===== src/rtl/btn_debounce.sv =====
// rtl/btn_debounce.sv - per-bit synchroniser, tick-based debouncer, edge and long-hold pulses
module btn_debounce #(
  parameter int WIDTH      = 4,
  parameter int STABLE_CNT = 4,
  parameter int HOLD_TICKS = 10
) (
  input  logic             clk,
  input  logic             reset,
  input  logic             tick,
  input  logic [WIDTH-1:0] raw,
  output logic [WIDTH-1:0] level,
  output logic [WIDTH-1:0] rise,
  output logic [WIDTH-1:0] fall,
  output logic [WIDTH-1:0] held
);

  localparam int DW = $clog2(STABLE_CNT + 1);
  localparam int HW = $clog2(HOLD_TICKS + 1);

  // dcnt value on the tick that completes a stable run
  localparam logic [DW-1:0] D_LAST = DW'(STABLE_CNT - 1);
  localparam logic [HW-1:0] H_MAX  = HW'(HOLD_TICKS);
  localparam logic [HW-1:0] H_PRE  = HW'(HOLD_TICKS - 1);

  logic [WIDTH-1:0] s1;
  logic [WIDTH-1:0] s2;
  logic [DW-1:0]    dcnt [WIDTH];
  logic [HW-1:0]    hcnt [WIDTH];
  logic [WIDTH-1:0] commit;

  // A bit commits when this tick completes STABLE_CNT consecutive mismatching samples
  always_comb begin
    commit = '0;
    for (int i = 0; i < WIDTH; i++) begin
      commit[i] = tick && (s2[i] != level[i]) && (dcnt[i] == D_LAST);
    end
  end

  // Two-flop synchroniser, free-running regardless of tick
  always_ff @(posedge clk) begin
    if (reset) begin
      s1 <= '0;
      s2 <= '0;
    end else begin
      s1 <= raw;
      s2 <= s1;
    end
  end

  // Debounce counters, debounced level and registered edge pulses
  always_ff @(posedge clk) begin
    if (reset) begin
      level <= '0;
      rise  <= '0;
      fall  <= '0;
      for (int i = 0; i < WIDTH; i++) begin
        dcnt[i] <= '0;
      end
    end else begin
      // Pulses coincide with the cycle the new level first appears
      rise <= commit & s2;
      fall <= commit & ~s2;
      for (int i = 0; i < WIDTH; i++) begin
        if (tick) begin
          if (s2[i] == level[i]) begin
            dcnt[i] <= '0;
          end else if (dcnt[i] == D_LAST) begin
            level[i] <= s2[i];
            dcnt[i]  <= '0;
          end else begin
            dcnt[i] <= dcnt[i] + DW'(1);
          end
        end
      end
    end
  end

  // Hold counters: count ticks of steady high level, pulse once on reaching HOLD_TICKS
  always_ff @(posedge clk) begin
    if (reset) begin
      held <= '0;
      for (int i = 0; i < WIDTH; i++) begin
        hcnt[i] <= '0;
      end
    end else begin
      held <= '0;
      for (int i = 0; i < WIDTH; i++) begin
        if (!level[i] || commit[i]) begin
          // level low, or level falling this cycle: restart from zero
          hcnt[i] <= '0;
        end else if (tick && (hcnt[i] != H_MAX)) begin
          // saturation at H_MAX is what suppresses repeat pulses
          hcnt[i] <= hcnt[i] + HW'(1);
          if (hcnt[i] == H_PRE) begin
            held[i] <= 1'b1;
          end
        end
      end
    end
  end

endmodule


===== config.mk =====
export PLATFORM = sky130hd
export DESIGN_NAME = btn_debounce
export DESIGN_NICKNAME = d
export VERILOG_FILES = /design/src/rtl/btn_debounce.sv
export SDC_FILE = /design/constraint.sdc
export NUM_CORES = 1
export LEC_CHECK = 0
export CAP_MARGIN = 15
export CORE_MARGIN = 2
export CORE_UTILIZATION = 58
export CTS_BUF_LIST = sky130_fd_sc_hd__clkbuf_16
export CTS_CLUSTER_DIAMETER = 50
export CTS_CLUSTER_SIZE = 12
export DETAILED_ROUTE_END_ITERATION = 16
export PLACE_DENSITY = 0.88
export SLEW_MARGIN = 20
export SYNTH_ARGS = -nofsm -noshare
export SYNTH_HDL_FRONTEND = slang
export SYNTH_SLANG_ARGS = --single-unit

===== constraint.sdc =====
create_clock -name clk -period 2.6 [get_ports clk]
set_input_delay 0.52 -clock clk [delete_from_list [all_inputs] [get_ports clk]]
set_output_delay 0.52 -clock clk [all_outputs]
set_load 0.02 [all_outputs]

==> summary.md <==
| Metric | Value |
|---|---|
| Run status | complete, no violations |
| CP endpoint kind | register |
| Non-filler cells in the finished layout | 282 |
| Peak Freq | 505 MHz |
| Max VDD drop | 0.418 mV |
| Remaining DRCs | 0 |
| Count leader, synth | sky130_fd_sc_hd__nor2_1 |
| Tightest Pin Transition | 0.463 ns |
| Tightest Hold Check Type | reg -> reg |
| Cell type of the slowest stage on the worst timing path | sky130_fd_sc_hd__clkdlybuf4s50_1 |
| Most common library cells after synthesis | sky130_fd_sc_hd__nor2_1 (32), sky130_fd_sc_hd__edfxtp_1 (28), sky130_fd_sc_hd__dfxtp_1 (24), sky130_fd_sc_hd__ha_1 (20), sky130_fd_sc_hd__inv_1 (16) |
| # setup viols final | 0 |
| Synth Area per Inst | 11.6 µm² |
| Core Region | 3970 µm² |
| Cells on worst reg2reg path | 5 |
| Overall die width | 67.9 µm |
| Biggest fanout along the worst timing path | 14 |
| Grt total ovfl | 0 |
| Syn nets | 231 |
| Power density relative to cell area | 558 nW/µm² |
| Clock tree from TritonCTS | yes |
| Critical path depth | 4 |
| Clock Sink Count | 52 |
| Clock latency of the later-clocked register in the worst-skew pair | 0.29 ns |
| Worst Setup SP | tick |
| Unrepaired setup endpoints after global routing | no |
| Final net count | 258 |
| Leakage power | 1.01 nW |
| Post-CTS resize count | 0 |
| Top Ports | 23 |
| Number of violations reported at the end of detailed-routing iteration 0 | 92 |
| Clock Path Buffers | 2 |
| Number of flip-flops and latches in the synthesized netlist | 52 |
| Hold Violations, Final | 0 |
| All-layer global routing usage | 18.2% |
| Worst-case register-to-register setup slack | 0.83 ns |
| Cell Chain, Critical Path | clkdlybuf4s50_1, and2b_1, nand2_1, nor3b_1 |
| Critical register-to-register path endpoint | hcnt[1][1] |
| Worst R2R Start | dcnt[1][0] |
| Post-detailed-route count of antenna-violating nets | 0 |
| Combined area of the multi-input logic cells | 965 µm² |
| Reg clk slew, reported paths | 0.06 ns |
| Async S/R FF share, synth | 0% |
| Initial antenna violation count | 0 |
| Max-cap viol count | 0 |
| CTS H-tree depth | 2 |
| Routed wire length | 3620 µm |
| Part of the Yosys area used for sequential elements | 55.7% |
| CTS Root Buffer Type | sky130_fd_sc_hd__clkbuf_16 |
| Maximum number of pins on one net before global-route repair | 19 |
| Die Area | 4620 µm² |
| Worst setup path endpoint | rise[1] |
| Post CTS Setup Buffer Count | 0 |
| Ratio of cells with drive above 1 in the final layout | 6.47% |
| Layout Area Growth over Synthesis | 17.3% |
| Final worst path period share | 76.2% |
| Number of vias after detailed routing | 1462 |
| WP data required | 2.78 ns |
| Overall die height | 67.9 µm |
| Synthesized instance count | 204 |
| Crit Path Class | in -> reg |
| CTS Buf Count | 5 |
| Total of warnings raised by yosys | 0 |
| Setup tns final | 0 ns |
| Antenna fix cells | 0 |
| Total standard cell area after synthesis | 2370 µm² |
| Normalized max-slew margin | 69.0% |
| Pins over their slew limit | 0 |
| Number of global-route vias before repair | 1355 |
| Core utilization of the finished layout | 70.0% |
| Worst Hold Slack | 0.433 ns |
| IO buf count | 22 |
| Instance count after placement with tap cells included | 274 |
| Data arrival, critical path | 2.17 ns |
| Crit path buffers/inverters | 1 |
| Via count normalized by instance count | 5.18 |
| Family with the most delay on the worst path | simple AND/OR/NAND/NOR gates |
| GPL Wtd Cong | 0.796 |
| Biggest area consumer among synthesized cells | sky130_fd_sc_hd__edfxtp_1 |
| Top post-synthesis cells by area | sky130_fd_sc_hd__edfxtp_1 (35%), sky130_fd_sc_hd__dfxtp_1 (20%), sky130_fd_sc_hd__ha_1 (11%) |
| Total number of placement rows | 23 |
| Design Power | 0.00155 W |
| First-pass DRT Iterations | 4 |
| Number of filler cells placed in the layout | 274 |
| Average wire per cell in the routed design | 12.8 µm |
| FF+latch area | 1320 µm² |
| Period minus WS final | 1.98 ns |
| Global-route wire length before repair | 6070 µm |
| Most used DFF post-synth | sky130_fd_sc_hd__edfxtp_1 |
| Hold buffers post-CTS | 0 |
| Number of distinct library cells after synthesis | 27 |
| Slowest stage delay, CP | 0.76 ns |
| EDFF count, synth | 28 |
| Starting density of the core | 59.7% |
| Crit start category | input port |
| Worst clock skew | 0.00526 ns |
| Half-perimeter wire length of the detailed placement result | 2610 µm |
| Top-area cell type share of the netlist area | 35.5% |
==> cell type report <==
cell class | count | area share (%)
clock inverter | 3 | 0.405
clock buffer | 5 | 4.50
sequential | 52 | 47.5
multi-input combinational | 132 | 34.7
tap | 50 | 2.25
inverter | 16 | 2.16
timing repair buffer | 24 | 8.46
==> where the power goes <==
part	leakage, nW	total (W)	switching, W	internal [W]
combinational	0.416	0.0000529	0.0000277	0.0000252
clock	0.0701	0.000613	0.000267	0.000347
sequential	0.526	0.000885	0.00000994	0.000875
==> state kept, by name, summed over array words and instances (netlist names) <==
signal,count
s2,4
dcnt,12
rise,4
fall,4
level,4
hcnt,16
s1,4
held,4
==> placed cells by master, fill, tap and decap left out, types with 5 or more instances in the layout <==
cell / n
sky130_fd_sc_hd__clkbuf_16: 5
sky130_fd_sc_hd__clkdlybuf4s50_1: 22
sky130_fd_sc_hd__dfxtp_1: 24
sky130_fd_sc_hd__edfxtp_1: 28
sky130_fd_sc_hd__ha_1: 20
sky130_fd_sc_hd__inv_1: 17
sky130_fd_sc_hd__nand2_1: 13
sky130_fd_sc_hd__nand3_1: 8
sky130_fd_sc_hd__nand3b_1: 8
sky130_fd_sc_hd__nor2_1: 32
sky130_fd_sc_hd__nor2b_1: 9
sky130_fd_sc_hd__nor3b_1: 8
sky130_fd_sc_hd__xnor2_1: 8
==> worst reg2reg max path, stage by stage, from the launching register on <==
cell,delay [ns]
sky130_fd_sc_hd__edfxtp_1,0.41
sky130_fd_sc_hd__ha_1,0.23
sky130_fd_sc_hd__ha_1,0.24
sky130_fd_sc_hd__nand2_1,0.16
sky130_fd_sc_hd__o21ai_0,0.10
sky130_fd_sc_hd__a211o_1,0.37
==> metrics by stage <==
step	setup slack, ns	cell area [µm²]
3_3_place_gp	0.423	2640
2_1_floorplan	1.01	2370
5_1_grt	0.555	2780
6_report	0.619	2780
4_1_cts	0.618	2780
3_5_place_dp	0.370	2640
==> metal layers <==
layer	wire (µm)	GRT usage (%)
met3	114	5.76
met1	1690	23.3
met2	1740	28.4
met5	0	0
met4	68	7.50
==> worst min path at each step <==
stage	startpoint	to	slack, ns	cells past startpoint
detailed placement	s1[0]	s2[0]	0.42	1
floorplan	s1[0]	s2[0]	0.41	1
global route	s1[2]	s2[2]	0.47	1
finish	s1[0]	s2[0]	0.43	1
CTS	s1[0]	s2[0]	0.43	1
global placement	s1[0]	s2[0]	0.42	1
==> cell families after synthesis <==
logic type	after synthesis	share of synthesized area, %
simple gates	85	19.1
compound gates	15	6.60
buf+inv	20	3.59
fa+ha+maj	20	10.6
xor+xnor	12	4.43
flops	52	55.7
Power figures use the tool's default switching activity.
